==> config.mk <==
export PLATFORM = sky130hd
export DESIGN_NAME = nrzi_byte_receiver_flat
export DESIGN_NICKNAME = d
export VERILOG_FILES = /design/src/rtl/nrzi_byte_receiver_if.sv /design/src/rtl/nrzi_byte_receiver.sv /design/src/flat_wrapper.sv
export SDC_FILE = /design/constraint.sdc
export NUM_CORES = 1
export LEC_CHECK = 0
export CAP_MARGIN = 5
export CORE_MARGIN = 3
export CORE_UTILIZATION = 50
export DETAILED_ROUTE_END_ITERATION = 16
export GPL_TIMING_DRIVEN = 0
export HOLD_SLACK_MARGIN = 0.02
export PLACE_DENSITY = 0.75
export SYNTH_ARGS = -nofsm -noshare
export SYNTH_HDL_FRONTEND = slang
export SYNTH_SLANG_ARGS = --single-unit
==> constraint.sdc <==
create_clock -name clock -period 1.63 [get_ports clock]
set_input_delay 0.326 -clock clock [delete_from_list [all_inputs] [get_ports clock]]
set_output_delay 0.326 -clock clock [all_outputs]
set_load 0.005 [all_outputs]
==> src/rtl/nrzi_byte_receiver_if.sv <==
// Bundle of line, parallel-byte handshake and status signals for the NRZI byte receiver.
// The master side is the receiver and the slave side is the line source plus consumer.
interface nrzi_byte_receiver_if #(
    parameter int W = 8
);
    logic         rxd;
    logic [W-1:0] data_out;
    logic         valid;
    logic         ack;
    logic         busy;
    logic         overrun;
    logic         frame_err;

    modport master (
        input  rxd,
        input  ack,
        output data_out,
        output valid,
        output busy,
        output overrun,
        output frame_err
    );

    modport slave (
        output rxd,
        output ack,
        input  data_out,
        input  valid,
        input  busy,
        input  overrun,
        input  frame_err
    );
endinterface

==> src/rtl/nrzi_byte_receiver.sv <==
// NRZI serial receiver: decodes line transitions into bits, frames start/W data/stop,
// and hands bytes to the consumer through a valid/ack buffer with sticky overrun.
module nrzi_byte_receiver #(
    parameter int W = 8
) (
    input  logic              clock,
    input  logic              reset,
    nrzi_byte_receiver_if.master bus
);
    localparam int CNT_W = (W > 1) ? $clog2(W) : 1;

    typedef enum logic [1:0] {
        IDLE = 2'd0,
        DATA = 2'd1,
        STOP = 2'd2
    } state_t;

    // A sample equal to the previous one decodes as 1, a transition as 0.
    function automatic logic nrzi_decode(input logic cur, input logic prev);
        return ~(cur ^ prev);
    endfunction

    state_t         state_r,     state_next_s;
    logic           prev_r;
    logic [CNT_W-1:0] cnt_r,     cnt_next_s;
    logic [W-1:0]   shift_r,     shift_next_s;
    logic [W-1:0]   data_r,      data_next_s;
    logic           valid_r,     valid_next_s;
    logic           overrun_r,   overrun_next_s;
    logic           frame_err_r, frame_err_next_s;
    logic           busy_r,      busy_next_s;
    logic           bit_s;
    logic           deliver_s;

    // Frame sequencing, delivery buffer and status flags for the current edge.
    always_comb begin
        state_next_s     = state_r;
        cnt_next_s       = cnt_r;
        shift_next_s     = shift_r;
        data_next_s      = data_r;
        valid_next_s     = valid_r;
        overrun_next_s   = overrun_r;
        frame_err_next_s = 1'b0;
        deliver_s        = 1'b0;
        bit_s            = nrzi_decode(bus.rxd, prev_r);

        case (state_r)
            IDLE: begin
                if (bit_s == 1'b0) begin
                    state_next_s = DATA;
                    cnt_next_s   = {CNT_W{1'b0}};
                end else begin
                    state_next_s = IDLE;
                end
            end
            DATA: begin
                shift_next_s = {bit_s, shift_r[W-1:1]};
                cnt_next_s   = cnt_r + {{(CNT_W-1){1'b0}}, 1'b1};
                if (cnt_r == CNT_W'(W - 1)) begin
                    state_next_s = STOP;
                end else begin
                    state_next_s = DATA;
                end
            end
            STOP: begin
                state_next_s = IDLE;
                if (bit_s == 1'b1) begin
                    deliver_s = 1'b1;
                end else begin
                    frame_err_next_s = 1'b1;
                end
            end
            default: begin
                state_next_s = IDLE;
                cnt_next_s   = {CNT_W{1'b0}};
            end
        endcase

        // A pending byte may be replaced only when the consumer takes it on this same edge.
        if (deliver_s) begin
            if (!valid_r || bus.ack) begin
                data_next_s  = shift_r;
                valid_next_s = 1'b1;
            end else begin
                overrun_next_s = 1'b1;
            end
        end else if (valid_r && bus.ack) begin
            valid_next_s = 1'b0;
        end else begin
            valid_next_s = valid_r;
        end

        busy_next_s = (state_next_s != IDLE);
    end

    // State, line history and registered outputs.
    always_ff @(posedge clock or posedge reset) begin
        if (reset) begin
            state_r     <= IDLE;
            prev_r      <= 1'b1;
            cnt_r       <= {CNT_W{1'b0}};
            shift_r     <= {W{1'b0}};
            data_r      <= {W{1'b0}};
            valid_r     <= 1'b0;
            overrun_r   <= 1'b0;
            frame_err_r <= 1'b0;
            busy_r      <= 1'b0;
        end else begin
            state_r     <= state_next_s;
            prev_r      <= bus.rxd;
            cnt_r       <= cnt_next_s;
            shift_r     <= shift_next_s;
            data_r      <= data_next_s;
            valid_r     <= valid_next_s;
            overrun_r   <= overrun_next_s;
            frame_err_r <= frame_err_next_s;
            busy_r      <= busy_next_s;
        end
    end

    assign bus.data_out  = data_r;
    assign bus.valid     = valid_r;
    assign bus.busy      = busy_r;
    assign bus.overrun   = overrun_r;
    assign bus.frame_err = frame_err_r;
endmodule

==> src/flat_wrapper.sv <==
// flat-port wrapper written by rule: the top's interface ports become plain ports
module nrzi_byte_receiver_flat 
#(
    parameter int W = 8
)
  (clock, reset, bus_rxd, bus_ack, bus_data_out, bus_valid, bus_busy, bus_overrun, bus_frame_err);
  nrzi_byte_receiver_if #(.W(W)) bus_i ();
  input  logic clock;
  input  logic reset;
  input wire logic [$bits(bus_i.rxd)-1:0] bus_rxd;
  input wire logic [$bits(bus_i.ack)-1:0] bus_ack;
  output wire logic [$bits(bus_i.data_out)-1:0] bus_data_out;
  output wire logic [$bits(bus_i.valid)-1:0] bus_valid;
  output wire logic [$bits(bus_i.busy)-1:0] bus_busy;
  output wire logic [$bits(bus_i.overrun)-1:0] bus_overrun;
  output wire logic [$bits(bus_i.frame_err)-1:0] bus_frame_err;
  assign bus_i.rxd = bus_rxd;
  assign bus_i.ack = bus_ack;
  assign bus_data_out = bus_i.data_out;
  assign bus_valid = bus_i.valid;
  assign bus_busy = bus_i.busy;
  assign bus_overrun = bus_i.overrun;
  assign bus_frame_err = bus_i.frame_err;
  nrzi_byte_receiver #(.W(W)) u_core (.clock(clock), .reset(reset), .bus(bus_i));
endmodule
==> flow_summary.html <==
<table>
<tr><th>Metric</th><th>Value</th></tr>
<tr><th colspan="2">Global route</th></tr>
<tr><td>Via count of the first global-routing pass</td><td>665</td></tr>
<tr><td>Total congestion overflow after global routing</td><td>0</td></tr>
<tr><td>Initial antenna violation count</td><td>0</td></tr>
<tr><td>Largest net degree at the start of global routing</td><td>27</td></tr>
<tr><td>Overall track demand over capacity in global routing</td><td>15.3%</td></tr>
<tr><td>Wire length of the first global-routing pass</td><td>2930 um</td></tr>
<tr><th colspan="2">Critical path</th></tr>
<tr><td>Worst path max stage delay</td><td>0.47 ns</td></tr>
<tr><td>Data required time at the worst endpoint</td><td>1.84 ns</td></tr>
<tr><td>WP data arrival</td><td>1.74 ns</td></tr>
<tr><td>Crit path buffers/inverters</td><td>1</td></tr>
<tr><td>Family of cells with the greatest summed delay on the critical path</td><td>simple AND/OR/NAND/NOR gates</td></tr>
<tr><td>Type of the setup path with the least slack</td><td>reg -&gt; reg</td></tr>
<tr><td>Cell-by-cell listing of the critical path</td><td>nand2b_1, nor3_4, buf_12, mux2_2</td></tr>
<tr><td>Critical Path Sink Type</td><td>register</td></tr>
<tr><td>Logic depth of the worst setup path including buffers</td><td>4</td></tr>
<tr><td>Worst path slowest cell</td><td>dfrtp_1</td></tr>
<tr><td>Startpoint types</td><td>register</td></tr>
<tr><td>Worst r2r path cells</td><td>4</td></tr>
<tr><td>Worst Path Max Fanout</td><td>8</td></tr>
<tr><th colspan="2">STA</th></tr>
<tr><td>Pins over their slew limit</td><td>0</td></tr>
<tr><td>Actual transition at the worst max-transition pin</td><td>0.931 ns</td></tr>
<tr><td>Setup-violating endpoint count in the final report</td><td>0</td></tr>
<tr><td>Post-route setup slack</td><td>0.101 ns</td></tr>
<tr><td>Worst Clk Skew</td><td>0.00589 ns</td></tr>
<tr><td>Final Hold Fails</td><td>0</td></tr>
<tr><td>F_max</td><td>654 MHz</td></tr>
<tr><td>Setup TNS</td><td>0 ns</td></tr>
<tr><td>Post-route fraction of the period consumed by the critical path</td><td>93.8%</td></tr>
<tr><td>Unrepaired setup endpoints after global routing</td><td>no</td></tr>
<tr><td>Max-Slew Margin vs Limit</td><td>37.9%</td></tr>
<tr><td>Clock period minus final worst setup slack</td><td>1.53 ns</td></tr>
<tr><th colspan="2">Pwr</th></tr>
<tr><td>Largest voltage drop on the vdd net</td><td>1.03 mV</td></tr>
<tr><td>Power per Cell Area</td><td>1610 nW/um^2</td></tr>
<tr><td>Total power consumption of the routed design</td><td>2.04 mW</td></tr>
<tr><td>Lkg Pwr</td><td>0.611 nW</td></tr>
<tr><th colspan="2">Floorplan</th></tr>
<tr><td>Floorplan Core Area</td><td>1820 um^2</td></tr>
<tr><td>Die outline height</td><td>51.0 um</td></tr>
<tr><td>Top Ports</td><td>16</td></tr>
<tr><td>Initial Util</td><td>55.5%</td></tr>
<tr><td>Rows</td><td>15</td></tr>
<tr><td>Floorplan die width</td><td>51.0 um</td></tr>
<tr><td>Die outline area</td><td>2600 um^2</td></tr>
<tr><th colspan="2">Finish</th></tr>
<tr><td>Share of cells above drive strength 1</td><td>17.3%</td></tr>
<tr><td>NumNets Final</td><td>111</td></tr>
<tr><td>Antenna cells</td><td>0</td></tr>
<tr><td>Area Growth Syn to Fin</td><td>25.9%</td></tr>
<tr><th colspan="2">Synthesis</th></tr>
<tr><td>Cell type with the highest aggregate area in the netlist</td><td>dfrtp_1</td></tr>
<tr><td>Number of synthesized flops with an enable pin</td><td>0</td></tr>
<tr><td>Cell with the most instances after synthesis</td><td>dfrtp_1</td></tr>
<tr><td>Number of instances in the synthesized netlist</td><td>84</td></tr>
<tr><td>Share of the synthesized area in the top cell type</td><td>61.9%</td></tr>
<tr><td>Portion of the post-synthesis area used by sequential elements</td><td>64.5%</td></tr>
<tr><td>Number of distinct library cells after synthesis</td><td>20</td></tr>
<tr><td>Most frequently used flop master after synthesis</td><td>dfrtp_1</td></tr>
<tr><td>Average cell area after synthesis</td><td>12.0 um^2</td></tr>
<tr><td>Top cells by area in the synthesized netlist</td><td>dfrtp_1, mux2_2, nand2_1</td></tr>
<tr><td>FFs w/ async S/R, synth</td><td>100%</td></tr>
<tr><td>Number of nets produced by synthesis</td><td>90</td></tr>
<tr><td>Yosys warnings</td><td>0</td></tr>
<tr><td>Synth Register Bits</td><td>26</td></tr>
<tr><td>Commonest cells post-synth</td><td>dfrtp_1, nand2_1, mux2_2</td></tr>
<tr><td>Post-Syn Area</td><td>1010 um^2</td></tr>
<tr><th colspan="2">Placement</th></tr>
<tr><td>Count of port buffers added during placement</td><td>15</td></tr>
<tr><td>Gpl congestion</td><td>0.709</td></tr>
<tr><td>Worst slack at placement</td><td>-0.430 ns</td></tr>
<tr><td>DPL Wire Length</td><td>1160 um</td></tr>
<tr><th colspan="2">Route</th></tr>
<tr><td>Post-DRT Antenna Nets</td><td>0</td></tr>
<tr><td>Total number of vias</td><td>653</td></tr>
<tr><td>Initial DRT Pass Iterations</td><td>4</td></tr>
<tr><td>WL per Instance</td><td>13.1 um</td></tr>
<tr><td>Final wirelength</td><td>1690 um</td></tr>
<tr><td>Post-detailed-route via-to-cell ratio</td><td>5.06</td></tr>
<tr><td>Number of DRC markers after the initial detailed-route iteration</td><td>6</td></tr>
<tr><td>Drt drc</td><td>0</td></tr>
<tr><th colspan="2">CTS</th></tr>
<tr><td>TritonCTS sink count</td><td>26</td></tr>
<tr><td>Longest Clk Path Bufs</td><td>2</td></tr>
<tr><td>Clock tree from TritonCTS</td><td>yes</td></tr>
<tr><td>CTS buffer count</td><td>3</td></tr>
<tr><td>Clock insertion delay at the later pin of the skew report</td><td>0.31 ns</td></tr>
<tr><td>Clock-pin slew on the worst setup and hold paths</td><td>0.13 ns</td></tr>
<tr><td>CTS H-Tree Depth</td><td>1</td></tr>
<tr><td>Buffer type at the clock tree root</td><td>clkbuf_4</td></tr>
<tr><th colspan="2">Flow run</th></tr>
<tr><td>Number of violations of the max-capacitance limit</td><td>0</td></tr>
<tr><th colspan="2">Min path</th></tr>
<tr><td>Class of the most critical hold timing path</td><td>reg -&gt; reg</td></tr>
<tr><td>Hold Path Stages</td><td>1</td></tr>
<tr><th colspan="2">Run status</th></tr>
<tr><td>Outcome</td><td>completed</td></tr>
</table>
-- path summary, 6_finish.rpt --
check	slack [ns]	endpoint	startpoint
worst max-delay path	0.10	u_core.bus.data_out[5]	u_core.state_r[0]
worst min-delay path	0.47	u_core.bus.overrun	u_core.bus.overrun
worst max register to register	0.10	u_core.bus.data_out[5]	u_core.state_r[0]
worst min register to register	0.47	u_core.bus.overrun	u_core.bus.overrun
max in group asynchronous	0.56	u_core.cnt_r[2]	reset
min in group asynchronous	0.50	u_core.bus.data_out[1]	reset
-- cell usage in the layout, fill, tap and decap left out, types with 2 or more instances in the layout --
cell	Yosys	final
clkbuf_1	2	2
clkbuf_4	0	3
clkdlybuf4s50_1	0	15
dfrtp_1	25	25
ha_1	2	2
inv_1	2	2
mux2_2	9	9
nand2_1	23	23
nand2b_1	2	2
nor2_1	3	3
nor2b_1	2	2
o21ai_0	4	4
-- state kept, by name, indices dropped and copies added (netlist names), 2 cells and up --
register	cells
u_core.cnt_r	3
u_core.shift_r	8
u_core.bus.data_out	8
u_core.state_r	2
-- power by group --
| part | switching (mW) | total, mW | internal, mW |
|---|---|---|---|
| Combinational | 0.268 | 0.603 | 0.335 |
| Sequential | 0.144 | 1.01 | 0.871 |
| Clock | 0.177 | 0.425 | 0.249 |
| Total | 0.589 | 2.04 | 1.45 |
-- cell families after synthesis --
family | synth area share [%]
AND/OR/NAND/NOR | 15.0
AO/OA/AOI/OAI | 4.83
flip-flops | 64.5
multiplexers | 10.0
XOR/XNOR | 1.73
buffers and inverters | 1.49
adder cells (fa/ha/maj) | 2.47
-- stage by stage --
stage          instance area [um^2]  instances  utilization [%]  hold slack, ns
2_1_floorplan                  1010         84                -           0.330
3_3_place_gp                   1190        124             65.5           0.442
3_5_place_dp                   1190        124             65.5           0.444
4_1_cts                        1260        129             69.5           0.475
5_1_grt                        1270        129             69.9           0.525
6_report                       1270        129             69.9           0.469
-- what timing repair did --
item,4_1_cts,5_1_grt
setup buffers,1,0
hold buffers,0,0
endpoints found under the setup margin,8,9
pin swaps,1,0
gates resized for setup,0,1
-- layer usage --
| layer | GRT usage, % | vias to the layer above | share of wire [%] |
|---|---|---|---|
| met5 | 0 | - | 0 |
| met4 | 8.07 | 0 | 1.1 |
| met3 | 2.92 | 2 | 5.5 |
| met2 | 24.2 | 22 | 49 |
| met1 | 19.8 | 320 | 44 |
| li1 | - | 309 | - |
-- worst register-to-register path, delay by kind of cell, from the launching register on --
kind	cells	cell delay, ns
AND/OR/NAND/NOR	2	0.49
buffers and inverters	1	0.15
flip-flops	1	0.47
multiplexers	1	0.33
-- final cells by class --
| type | count | area (um^2) |
|---|---|---|
| repair buffers | 16 | 170 |
| clock inverters | 1 | 30.0 |
| flip-flops and latches | 26 | 652 |
| fillers | 141 | 548 |
| inverters | 2 | 7.51 |
| clock buffers | 3 | 22.5 |
| plain buffers | 2 | 7.51 |
| well taps | 25 | 31.3 |
| multi-input cells | 54 | 352 |
Note: power is estimated with default switching activity, not from simulation.
